### src/rtl/retire_trace_if.sv
`default_nettype none
// ============================================================================
// Module      : retire_trace_if
// Description : Bundle of the retire-trace capture buffer's sample, control
//               and readout signals.
//               master : the pipeline / debug host driving samples and
//                        requests into the trace buffer
//               slave  : the trace buffer itself
// Ports       : t_i_* sample/trigger/request inputs to the buffer,
//               t_o_* status and read data outputs from the buffer
// Revision    : 1.0 - initial release
// ============================================================================
interface retire_trace_if #(
  parameter int PC_WIDTH = 32,
  parameter int IWIDTH   = 32,
  parameter int DWIDTH   = 32,
  parameter int DEPTH    = 8
);
  localparam int AW = $clog2(DEPTH);

  logic                t_i_valid;
  logic [PC_WIDTH-1:0] t_i_pc;
  logic [IWIDTH-1:0]   t_i_instr;
  logic [DWIDTH-1:0]   t_i_alu;
  logic                t_i_arm;
  logic [1:0]          t_i_trig_mode;
  logic [PC_WIDTH-1:0] t_i_trig_pc;
  logic [IWIDTH-1:0]   t_i_trig_instr;
  logic [AW:0]         t_i_post;
  logic                t_i_rd_req;
  logic [1:0]          t_o_state;
  logic [AW:0]         t_o_count;
  logic [AW-1:0]       t_o_trig_idx;
  logic                t_o_rd_valid;
  logic [PC_WIDTH-1:0] t_o_rd_pc;
  logic [IWIDTH-1:0]   t_o_rd_instr;
  logic [DWIDTH-1:0]   t_o_rd_alu;
  logic                t_o_rd_last;

  modport master (
    output t_i_valid, t_i_pc, t_i_instr, t_i_alu, t_i_arm, t_i_trig_mode,
           t_i_trig_pc, t_i_trig_instr, t_i_post, t_i_rd_req,
    input  t_o_state, t_o_count, t_o_trig_idx, t_o_rd_valid, t_o_rd_pc,
           t_o_rd_instr, t_o_rd_alu, t_o_rd_last
  );

  modport slave (
    input  t_i_valid, t_i_pc, t_i_instr, t_i_alu, t_i_arm, t_i_trig_mode,
           t_i_trig_pc, t_i_trig_instr, t_i_post, t_i_rd_req,
    output t_o_state, t_o_count, t_o_trig_idx, t_o_rd_valid, t_o_rd_pc,
           t_o_rd_instr, t_o_rd_alu, t_o_rd_last
  );
endinterface
`default_nettype wire

### src/rtl/retire_trace.sv
`default_nettype none
// ============================================================================
// Module      : retire_trace
// Description : Retire-trace capture buffer. Records (PC, instruction, ALU
//               result) of every valid retired instruction into a circular
//               buffer, stops a programmable number of samples after a
//               trigger, then serves the entries oldest-first.
// Ports       : t_clk  - clock, rising edge
//               t_rst  - asynchronous active-high reset
//               bus    - retire_trace_if.slave (samples, trigger setup,
//                        read request, status and read data)
// Revision    : 1.0 - initial release
// ============================================================================
module retire_trace #(
  parameter int PC_WIDTH = 32,
  parameter int IWIDTH   = 32,
  parameter int DWIDTH   = 32,
  parameter int DEPTH    = 8
) (
  input  wire logic      t_clk,
  input  wire logic      t_rst,
  retire_trace_if.slave  bus
);
  localparam int AW = $clog2(DEPTH);

  localparam logic [AW:0]   C_FULL     = (AW+1)'(DEPTH);
  localparam logic [AW:0]   C_MAX_POST = (AW+1)'(DEPTH-1);
  localparam logic [AW:0]   C_ONE_W    = (AW+1)'(1);
  localparam logic [AW-1:0] C_ONE      = AW'(1);

  typedef enum logic [1:0] {
    S_IDLE  = 2'd0,
    S_ARMED = 2'd1,
    S_POST  = 2'd2,
    S_DONE  = 2'd3
  } state_t;

  state_t        r_state, w_state_n;
  logic [AW-1:0] r_wptr, w_wptr_n;
  logic [AW-1:0] r_rptr, w_rptr_n;
  logic [AW-1:0] r_trig_idx, w_trig_idx_n;
  logic [AW-1:0] r_remain, w_remain_n;
  logic [AW-1:0] r_post_eff, w_post_eff_n;
  logic [AW:0]   r_count, w_count_n;
  logic          w_write, w_pop, w_trig_hit;
  logic [AW-1:0] w_post_clamp;

  logic                r_rd_valid, r_rd_last;
  logic [PC_WIDTH-1:0] r_rd_pc;
  logic [IWIDTH-1:0]   r_rd_instr;
  logic [DWIDTH-1:0]   r_rd_alu;

  logic [PC_WIDTH-1:0] r_mem_pc    [DEPTH];
  logic [IWIDTH-1:0]   r_mem_instr [DEPTH];
  logic [DWIDTH-1:0]   r_mem_alu   [DEPTH];

  assign w_trig_hit = bus.t_i_valid &&
                      ((bus.t_i_trig_mode == 2'b00) ||
                       (bus.t_i_trig_mode == 2'b01 && bus.t_i_pc    == bus.t_i_trig_pc) ||
                       (bus.t_i_trig_mode == 2'b10 && bus.t_i_instr == bus.t_i_trig_instr));

  // Clamp to DEPTH-1 so the trigger entry can never be overwritten.
  assign w_post_clamp = (bus.t_i_post > C_MAX_POST) ? C_MAX_POST[AW-1:0]
                                                    : bus.t_i_post[AW-1:0];

  always_comb begin
    w_state_n    = r_state;
    w_wptr_n     = r_wptr;
    w_rptr_n     = r_rptr;
    w_trig_idx_n = r_trig_idx;
    w_remain_n   = r_remain;
    w_post_eff_n = r_post_eff;
    w_count_n    = r_count;
    w_write      = 1'b0;
    w_pop        = 1'b0;

    if (bus.t_i_arm) begin
      // Arm overrides everything, including a same-cycle sample or read.
      w_state_n    = S_ARMED;
      w_wptr_n     = '0;
      w_count_n    = '0;
      w_trig_idx_n = '0;
      w_remain_n   = '0;
      w_post_eff_n = '0;
    end else begin
      case (r_state)
        S_ARMED, S_POST: begin
          if (bus.t_i_valid) begin
            w_write  = 1'b1;
            w_wptr_n = r_wptr + C_ONE;
            if (r_count != C_FULL)
              w_count_n = r_count + C_ONE_W;
            if (r_state == S_ARMED) begin
              if (w_trig_hit) begin
                w_post_eff_n = w_post_clamp;
                w_remain_n   = w_post_clamp;
                w_state_n    = (w_post_clamp == '0) ? S_DONE : S_POST;
              end
            end else begin
              w_remain_n = r_remain - C_ONE;
              if (r_remain == C_ONE)
                w_state_n = S_DONE;
            end
            // Mod-DEPTH arithmetic: a full count truncates to 0, which
            // yields the right index and makes the oldest entry == wptr.
            if (w_state_n == S_DONE) begin
              w_trig_idx_n = w_count_n[AW-1:0] - C_ONE - w_post_eff_n;
              w_rptr_n     = w_wptr_n - w_count_n[AW-1:0];
            end
          end
        end
        S_DONE: begin
          if (bus.t_i_rd_req && r_count != '0) begin
            w_pop     = 1'b1;
            w_rptr_n  = r_rptr + C_ONE;
            w_count_n = r_count - C_ONE_W;
            if (r_count == C_ONE_W)
              w_state_n = S_IDLE;
          end
        end
        default: ;
      endcase
    end
  end

  always_ff @(posedge t_clk or posedge t_rst) begin
    if (t_rst) begin
      r_state    <= S_IDLE;
      r_wptr     <= '0;
      r_rptr     <= '0;
      r_trig_idx <= '0;
      r_remain   <= '0;
      r_post_eff <= '0;
      r_count    <= '0;
      r_rd_valid <= 1'b0;
      r_rd_last  <= 1'b0;
      r_rd_pc    <= '0;
      r_rd_instr <= '0;
      r_rd_alu   <= '0;
    end else begin
      r_state    <= w_state_n;
      r_wptr     <= w_wptr_n;
      r_rptr     <= w_rptr_n;
      r_trig_idx <= w_trig_idx_n;
      r_remain   <= w_remain_n;
      r_post_eff <= w_post_eff_n;
      r_count    <= w_count_n;
      r_rd_valid <= w_pop;
      r_rd_last  <= w_pop && (r_count == C_ONE_W);
      if (w_pop) begin
        r_rd_pc    <= r_mem_pc[r_rptr];
        r_rd_instr <= r_mem_instr[r_rptr];
        r_rd_alu   <= r_mem_alu[r_rptr];
      end
    end
  end

  // Storage needs no reset: entries are only read back after being written.
  always_ff @(posedge t_clk) begin
    if (w_write) begin
      r_mem_pc[r_wptr]    <= bus.t_i_pc;
      r_mem_instr[r_wptr] <= bus.t_i_instr;
      r_mem_alu[r_wptr]   <= bus.t_i_alu;
    end
  end

  assign bus.t_o_state    = r_state;
  assign bus.t_o_count    = r_count;
  assign bus.t_o_trig_idx = r_trig_idx;
  assign bus.t_o_rd_valid = r_rd_valid;
  assign bus.t_o_rd_pc    = r_rd_pc;
  assign bus.t_o_rd_instr = r_rd_instr;
  assign bus.t_o_rd_alu   = r_rd_alu;
  assign bus.t_o_rd_last  = r_rd_last;
endmodule
`default_nettype wire
### src/flat_wrapper.sv
// flat-port wrapper written by rule: the top's interface ports become plain ports
module retire_trace_flat 
#(
  parameter int PC_WIDTH = 32,
  parameter int IWIDTH   = 32,
  parameter int DWIDTH   = 32,
  parameter int DEPTH    = 8
)
  (t_clk, t_rst, bus_t_i_valid, bus_t_i_pc, bus_t_i_instr, bus_t_i_alu, bus_t_i_arm, bus_t_i_trig_mode, bus_t_i_trig_pc, bus_t_i_trig_instr, bus_t_i_post, bus_t_i_rd_req, bus_t_o_state, bus_t_o_count, bus_t_o_trig_idx, bus_t_o_rd_valid, bus_t_o_rd_pc, bus_t_o_rd_instr, bus_t_o_rd_alu, bus_t_o_rd_last);
  retire_trace_if #(.PC_WIDTH(PC_WIDTH), .IWIDTH(IWIDTH), .DWIDTH(DWIDTH), .DEPTH(DEPTH)) bus_i ();
  input  wire logic t_clk;
  input  wire logic t_rst;
  input wire logic [$bits(bus_i.t_i_valid)-1:0] bus_t_i_valid;
  input wire logic [$bits(bus_i.t_i_pc)-1:0] bus_t_i_pc;
  input wire logic [$bits(bus_i.t_i_instr)-1:0] bus_t_i_instr;
  input wire logic [$bits(bus_i.t_i_alu)-1:0] bus_t_i_alu;
  input wire logic [$bits(bus_i.t_i_arm)-1:0] bus_t_i_arm;
  input wire logic [$bits(bus_i.t_i_trig_mode)-1:0] bus_t_i_trig_mode;
  input wire logic [$bits(bus_i.t_i_trig_pc)-1:0] bus_t_i_trig_pc;
  input wire logic [$bits(bus_i.t_i_trig_instr)-1:0] bus_t_i_trig_instr;
  input wire logic [$bits(bus_i.t_i_post)-1:0] bus_t_i_post;
  input wire logic [$bits(bus_i.t_i_rd_req)-1:0] bus_t_i_rd_req;
  output wire logic [$bits(bus_i.t_o_state)-1:0] bus_t_o_state;
  output wire logic [$bits(bus_i.t_o_count)-1:0] bus_t_o_count;
  output wire logic [$bits(bus_i.t_o_trig_idx)-1:0] bus_t_o_trig_idx;
  output wire logic [$bits(bus_i.t_o_rd_valid)-1:0] bus_t_o_rd_valid;
  output wire logic [$bits(bus_i.t_o_rd_pc)-1:0] bus_t_o_rd_pc;
  output wire logic [$bits(bus_i.t_o_rd_instr)-1:0] bus_t_o_rd_instr;
  output wire logic [$bits(bus_i.t_o_rd_alu)-1:0] bus_t_o_rd_alu;
  output wire logic [$bits(bus_i.t_o_rd_last)-1:0] bus_t_o_rd_last;
  assign bus_i.t_i_valid = bus_t_i_valid;
  assign bus_i.t_i_pc = bus_t_i_pc;
  assign bus_i.t_i_instr = bus_t_i_instr;
  assign bus_i.t_i_alu = bus_t_i_alu;
  assign bus_i.t_i_arm = bus_t_i_arm;
  assign bus_i.t_i_trig_mode = bus_t_i_trig_mode;
  assign bus_i.t_i_trig_pc = bus_t_i_trig_pc;
  assign bus_i.t_i_trig_instr = bus_t_i_trig_instr;
  assign bus_i.t_i_post = bus_t_i_post;
  assign bus_i.t_i_rd_req = bus_t_i_rd_req;
  assign bus_t_o_state = bus_i.t_o_state;
  assign bus_t_o_count = bus_i.t_o_count;
  assign bus_t_o_trig_idx = bus_i.t_o_trig_idx;
  assign bus_t_o_rd_valid = bus_i.t_o_rd_valid;
  assign bus_t_o_rd_pc = bus_i.t_o_rd_pc;
  assign bus_t_o_rd_instr = bus_i.t_o_rd_instr;
  assign bus_t_o_rd_alu = bus_i.t_o_rd_alu;
  assign bus_t_o_rd_last = bus_i.t_o_rd_last;
  retire_trace #(.PC_WIDTH(PC_WIDTH), .IWIDTH(IWIDTH), .DWIDTH(DWIDTH), .DEPTH(DEPTH)) u_core (.t_clk(t_clk), .t_rst(t_rst), .bus(bus_i));
endmodule
### config.mk
export PLATFORM = sky130hd
export DESIGN_NAME = retire_trace_flat
export DESIGN_NICKNAME = d
export VERILOG_FILES = /design/src/rtl/retire_trace_if.sv /design/src/rtl/retire_trace.sv /design/src/flat_wrapper.sv
export SDC_FILE = /design/constraint.sdc
export NUM_CORES = 1
export LEC_CHECK = 0
export CAP_MARGIN = 10
export CORE_MARGIN = 2
export CORE_UTILIZATION = 45
export CTS_BUF_LIST = sky130_fd_sc_hd__clkbuf_8
export CTS_CLUSTER_SIZE = 40
export DETAILED_ROUTE_END_ITERATION = 12
export PLACE_DENSITY = 0.71
export SYNTH_ARGS = -nofsm -noshare
export SYNTH_HDL_FRONTEND = slang
export SYNTH_SLANG_ARGS = --single-unit
### constraint.sdc
create_clock -name t_clk -period 18.85 [get_ports t_clk]
set_clock_uncertainty 0.15 [all_clocks]
set_input_delay 3.77 -clock t_clk [delete_from_list [all_inputs] [get_ports t_clk]]
set_output_delay 3.77 -clock t_clk [all_outputs]
set_load 0.02 [all_outputs]
# --- Word-level counts from Yosys, hierarchy flattened ---
# Memories as Yosys holds them, arrays and structs flattened. A register that Yosys moved wholly into a read port is not among the register bits.
# Cells that the tools add are included.
op_classes:
  n_eq_ne: 19
  mux: 53
  bitwise_logic: 1
  n_lt_le_gt_ge: 1
  addsub: 8
  reduce_logical: 23
ops:
  columns: ["cell", "count"]
  rows:
  - ["3-bit 2-to-1 mux", 24]
  - ["32-bit == test", 2]
  - ["4-bit 2-to-1 mux", 7]
  - ["2-bit 2-to-1 mux", 10]
  - ["3-bit by 2-bit != test with 1-bit output (second input constant)", 4]
  - ["1-bit 2-to-1 mux", 9]
  - ["3-bit AND reduction", 3]
  - ["2-bit == test (second input constant)", 4]
  - ["4-bit case mux with 2 select lines", 1]
  - ["4-bit AND reduction", 2]
  - ["2-bit nonzero test", 4]
  - ["3-bit by 1-bit adder with 3-bit output (second input constant)", 2]
  - ["3-bit case mux with 2 select lines", 1]
  - ["3-bit by 1-bit subtractor with 3-bit output (second input constant)", 2]
  - ["3-bit subtractor", 2]
  - ["1-bit logical AND", 5]
  - ["5-bit AND reduction", 1]
  - ["4-bit by 1-bit adder with 4-bit output (second input constant)", 1]
  - ["2-bit by 1-bit == test with 1-bit output (second input constant)", 2]
  - ["4-bit by 1-bit == test with 1-bit output (second input constant)", 1]
  - ["4-bit by 3-bit greater-than comparator with 1-bit output (second input constant)", 1]
  - ["2-bit by 1-bit != test with 1-bit output (second input constant)", 2]
  - ["4-bit != test (second input constant)", 1]
  - ["2-bit case mux with 2 select lines", 1]
  - ["other kinds (12)", 13]
totals:
  ramBits: 768
  mem_count: 3
  input_bits: 171
  register_bits: 23
  out_inout_bits: 107
  elab_cells: 118
memory_table:
  columns: ["memory", "words", "word_bits", "read_ports", "rd_clocked_by_memory_dff", "wr", "line_no", "text"]
  rows:
  - ["u_core.r_mem_alu", 8, 32, 1, 1, 1, "retire_trace.sv:55", "logic [DWIDTH-1:0] r_mem_alu [DEPTH];"]
  - ["u_core.r_mem_instr", 8, 32, 1, 1, 1, "retire_trace.sv:54", "logic [IWIDTH-1:0] r_mem_instr [DEPTH];"]
  - ["u_core.r_mem_pc", 8, 32, 1, 1, 1, "retire_trace.sv:53", "logic [PC_WIDTH-1:0] r_mem_pc [DEPTH];"]

# --- Logic depth before layout (Yosys ltp) ---
depth:
  word_depth: 15
  depth_mapped: 11

# --- Worst setup path after synthesis ---
# OpenSTA, ideal clock, no wires.
synth_path:
  kind: "input to register"
  startpoint: "input port bus_t_i_valid"
  endpoint: "memory u_core.r_mem_alu[0][0] (enable)"
  setup_ns: 0.668
  required_time_ns: 18.032
  t_arrival_ns: 10.886
  setup_slack_ns: 7.146
  stages: 4
  cell_sequence: "nand2b_1 > clkbuf_1 > or3_1 > nor3_1"
synth_between:
  elab_chain_cells: 5
synth_lines:
  columns: ["item", "line_no", "text"]
  rows:
  - ["from (decl)", "flat_wrapper.sv:13", "input wire logic [$bits(bus_i.t_i_valid)-1:0] bus_t_i_valid;"]
  - ["1-bit 2-to-1 mux", "retire_trace.sv:88", "if (bus.t_i_valid) begin"]
  - ["1-bit 2-to-1 mux", "retire_trace.sv:86", "case (r_state)"]
  - ["1-bit 2-to-1 mux", "retire_trace.sv:77", "if (bus.t_i_arm) begin"]
  - ["1-bit 2-to-1 mux", "retire_trace.sv:160", "if (w_write) begin"]
  - ["1-bit 2-to-1 mux (implied by the code)", "retire_trace.sv:163", "r_mem_alu[r_wptr] <= bus.t_i_alu;"]
  - ["to (decl)", "retire_trace.sv:55", null]
# No other way between the ends.

# --- Worst setup path after layout ---
layout_path:
  startpoint: "input port bus_t_i_pc[31]"
  endpoint: "register u_core.r_trig_idx[2], in the netlist u_core.bus.t_o_trig_idx[2]"
layout_between:
  elab_chain_cells: 15
  word_cells_on_any_way: 23
  cone_classes: "add/sub (1); eq/ne (2); mux (14); reduce/logical (6)"
layout_lines:
  columns: ["item", "line_no", "text"]
  rows:
  - ["from (decl)", "flat_wrapper.sv:14", "input wire logic [$bits(bus_i.t_i_pc)-1:0] bus_t_i_pc;"]
  - ["32-bit == test (*)", "retire_trace.sv:59", "(bus.t_i_trig_mode == 2'b01 && bus.t_i_pc == bus.t_i_trig_pc) ||"]
  - ["1-bit logical AND (*)", "retire_trace.sv:59", null]
  - ["1-bit logical OR (*)", "retire_trace.sv:58", "((bus.t_i_trig_mode == 2'b00) ||"]
  - ["1-bit logical OR (*)", "retire_trace.sv:59", null]
  - ["1-bit logical AND (*)", "retire_trace.sv:57", "assign w_trig_hit = bus.t_i_valid &&"]
  - ["3-bit 2-to-1 mux", "retire_trace.sv:94", "if (w_trig_hit) begin"]
  - ["3-bit 2-to-1 mux", "retire_trace.sv:93", "if (r_state == S_ARMED) begin"]
  - ["3-bit 2-to-1 mux", "retire_trace.sv:88", null]
  - ["3-bit 2-to-1 mux", "retire_trace.sv:86", null]
  - ["3-bit 2-to-1 mux", "retire_trace.sv:77", null]
  - ["3-bit subtractor", "retire_trace.sv:107", "w_trig_idx_n = w_count_n[AW-1:0] - C_ONE - w_post_eff_n;"]
  - ["3-bit 2-to-1 mux", "retire_trace.sv:106", "if (w_state_n == S_DONE) begin"]
  - ["3-bit 2-to-1 mux", "retire_trace.sv:88", null]
  - ["3-bit 2-to-1 mux", "retire_trace.sv:86", null]
  - ["3-bit 2-to-1 mux", "retire_trace.sv:77", null]
  - ["to (signal assigned)", "retire_trace.sv:144", "r_trig_idx <= w_trig_idx_n;"]
  - ["to (decl)", "retire_trace.sv:41", "logic [AW-1:0] r_trig_idx, w_trig_idx_n;"]
# Mark *: on every way between the ends. The rest lies on a longest branch, timed or not. The select of a mux whose other input is x is not followed.
# A chain may end at the register's enable or synchronous reset.

==> metrics.md <==
| Metric | Value |
|---|---|
| Status | `complete, no violations` |
| CTS max path bufs | `3` |
| GPL Wtd Cong | `0.836` |
| Root buffer cell | `clkbuf_8` |
| Core area | `0.0758 mm2` |
| Seq cells post-synth | `887` |
| VDD IR-drop max | `0.0947 mV` |
| Synth-to-Final Area Change | `19.5%` |
| Count leader, synth | `edfxtp_1` |
| Synth async-reset ratio | `13.4%` |
| Post-DR wirelength/cell | `24.7 um` |
| Vias in the first global route | `18.5k` |
| P_leak | `0.0141 uW` |
| CP max stage delay | `620 ps` |
| Cell count after synthesis | `1717` |
| Number of nets in the layout | `2264` |
| Post-CTS Setup Inserts | `0` |
| Starting density of the core | `45.3%` |
| Die X | `280 um` |
| Worst Path Required | `19360 ps` |
| CTS sink cnt | `887` |
| DRC | `0` |
| CTS tree | `done` |
| Crit Path Max Fanout | `9` |
| TritonCTS Buffers | `144` |
| Ports | `278` |
| Period minus WS final | `7410 ps` |
| Seq/Total Area, Yosys | `75.7%` |
| I/O Buffers | `277` |
| Worst-Skew Late Latency | `760 ps` |
| Total track usage | `20.3%` |
| Full die area | `0.0786 mm2` |
| DR vias | `17.6k` |
| Worst setup SP type | `input port` |
| Worst Max-Slew Pin Slew | `1140 ps` |
| Post-route ant nets | `0` |
| Rows | `101` |
| DR iter-0 viols | `1435` |
| Post-synth top area share | `67.1%` |
| Mapped cell area | `0.0344 mm2` |
| Power, Total | `5220 uW` |
| HP Class | `reg2reg` |
| Synth cell types | `55` |
| Die H | `280 um` |
| Unrepaired setup endpoints after global routing | `no` |
| Crit path cell chain | `clkdlybuf4s50_1 -> xnor2_1 -> nand4_1 -> nor4_1 -> nand4_1 -> o32ai_4 -> mux2i_1 -> ha_1 -> fa_1 -> xnor2_1 -> xnor2_1 -> o32ai_2` |
| CP Capture Type | `flop` |
| DR pass1 iterations | `5` |
| Final Max Tran Viols | `0` |
| Synth Warn # | `0` |
| Max-cap violation count | `0` |
| Fraction of layout cells with a size suffix above 1 | `19.7%` |
| Mapped Avg Cell Area | `20.0 um2` |
| Reg2reg path depth | `6` |
| Worst Hold Depth | `1` |
| Critical Path AT | `7910 ps` |
| Top cell type by total area after synthesis | `edfxtp_1` |
| Post-synth top cells | `768 x edfxtp_1, 192 x mux4_2, 119 x dfrtp_1` |
| Diodes inserted | `0` |
| Clock Pin Slew Worst Setup and Hold Paths | `60 ps` |
| Final hold violations | `0` |
| Final setup vio count | `0` |
| Crit share post-route | `39.3%` |
| H-Tree Depth | `4` |
| Setup_tns | `0 ps` |
| Synth Flop Type | `edfxtp_1` |
| Vias/cell | `5.54` |
| Synth top area cells | `edfxtp_1 67%, mux4_2 13%, dfrtp_1 8.7%, mux2i_1 3.0%, xnor2_1 1.7%` |
| Mapped Nets | `1901` |
| Setup CP Type | `in2reg` |
| Post-DP HPWL | `43100 um` |
| Post_cts resized | `0` |
| GR Overflow Total | `0` |
| F_max | `135 MHz` |
| First-pass GRT wire length | `117000 um` |
| Antenna violations before repair | `3` |
| Pin count of the biggest net entering global routing | `194` |
| Hold_buf cts | `0` |
| EDFF count, synth | `768` |
| Pwr per Cell Area | `127 mW/mm2` |
| Slew headroom | `23.8%` |
| Routed wire length | `78400 um` |
| Slowest CP cell | `xnor2_1` |
| Most used cell, CP | `xnor2_1` |
[final timing paths]
path	startpoint	end	slack, ps
max in group asynchronous	t_rst	u_core.bus.t_o_rd_alu[29]	13740
min reg2reg	u_core.r_remain[1]	u_core.r_remain[1]	350
max	bus_t_i_pc[31]	u_core.bus.t_o_trig_idx[2]	11440
min in group asynchronous	t_rst	u_core.r_remain[2]	3450
max reg2reg	u_core.r_rptr[0]	u_core.bus.t_o_rd_pc[23]	14130
min	u_core.r_remain[1]	u_core.r_remain[1]	350
[sequential cells by signal, summed over array words and instances, names as in the netlist]
register,flops
u_core.bus.t_o_count,4
u_core.bus.t_o_rd_alu,32
u_core.bus.t_o_rd_instr,32
u_core.bus.t_o_rd_last,1
u_core.bus.t_o_rd_pc,32
u_core.bus.t_o_rd_valid,1
u_core.bus.t_o_state,2
u_core.bus.t_o_trig_idx,3
u_core.r_mem_alu,256
u_core.r_mem_instr,256
u_core.r_mem_pc,256
u_core.r_post_eff,3
u_core.r_remain,3
u_core.r_rptr,3
u_core.r_wptr,3
[critical path: cells and delay by family]
kind,cells,cell delay [ps]
muxes,1,180
AOI/OAI and AO/OA,2,610
xor gates and xnor gates,3,960
adders and majority gates,2,690
buffers and inverters,1,550
and+or+nand+nor,3,1120
[placed cells by master (no fill, tap or decap), drive strengths merged, types with 3 or more instances in the layout]
| cell type | count |
|---|---|
| or3 | 3 |
| buf | 25 |
| o21a | 3 |
| nand2b | 5 |
| o211ai | 5 |
| nand2 | 32 |
| clkdlybuf4s50 | 277 |
| a21oi | 109 |
| nor4 | 5 |
| ha | 11 |
| edfxtp | 768 |
| mux4 | 192 |
| nor2b | 3 |
| xor2 | 7 |
| inv | 75 |
| clkinvlp | 6 |
| xnor2 | 67 |
| nand3 | 4 |
| clkinv | 35 |
| mux2i | 103 |
| clkbuf | 163 |
| nor3 | 6 |
| nor2 | 117 |
| dfrtp | 119 |
| o21ai | 10 |
| nand4 | 17 |
[cells by family after synthesis]
| kind of cell | after synthesis | share of synthesized area (%) |
|---|---|---|
| flops | 887 | 75.7 |
| mux | 297 | 15.7 |
| simple gates | 200 | 2.57 |
| compound gates | 145 | 2.43 |
| buf+inv | 101 | 1.16 |
| xor+xnor | 74 | 1.89 |
| fa+ha+maj | 13 | 0.517 |
[routing by layer]
| layer | wire length (um) | GRT usage (%) | share of wire, % | vias to the layer above |
|---|---|---|---|---|
| met4 | 1260 | 5.68 | 1.6 | 6 |
| met3 | 5560 | 4.91 | 7.1 | 105 |
| met1 | 33900 | 28.7 | 43 | 9239 |
| met5 | 38 | 0 | 0.048 | - |
| li1 | - | - | - | 7641 |
| met2 | 37600 | 31.8 | 48 | 620 |
[per-stage QoR]
step                      utilization (%)  std cells  worst slack (ps)  cell area (um2)  hold WS (ps)
after floorplan                         -       1717              7150            34400           314
after global routing                 54.2       3177             11330            41100           363
after detailed placement             50.5       2912             10660            38300           330
after CTS                            54.2       3177             11490            41100           344
final                                54.2       3177             11440            41100           345
after global placement               50.5       2912             10680            38300           331
[cell type report]
class	instances	area, um2
tap	978	1220
fill	5863	34700
clock inverter	102	518
timing repair buffer	302	2990
multi-input combinational	729	8000
inverter	16	65.1
clock buffer	163	2240
sequential	887	26100
[power breakdown]
part	switching, uW	leakage [uW]	total, uW	internal [uW]
Combinational	622	0.00401	1260	633
Clock	744	0.00161	1570	823
Sequential	132	0.00849	2400	2270
(Power assumes the default switching activity.)
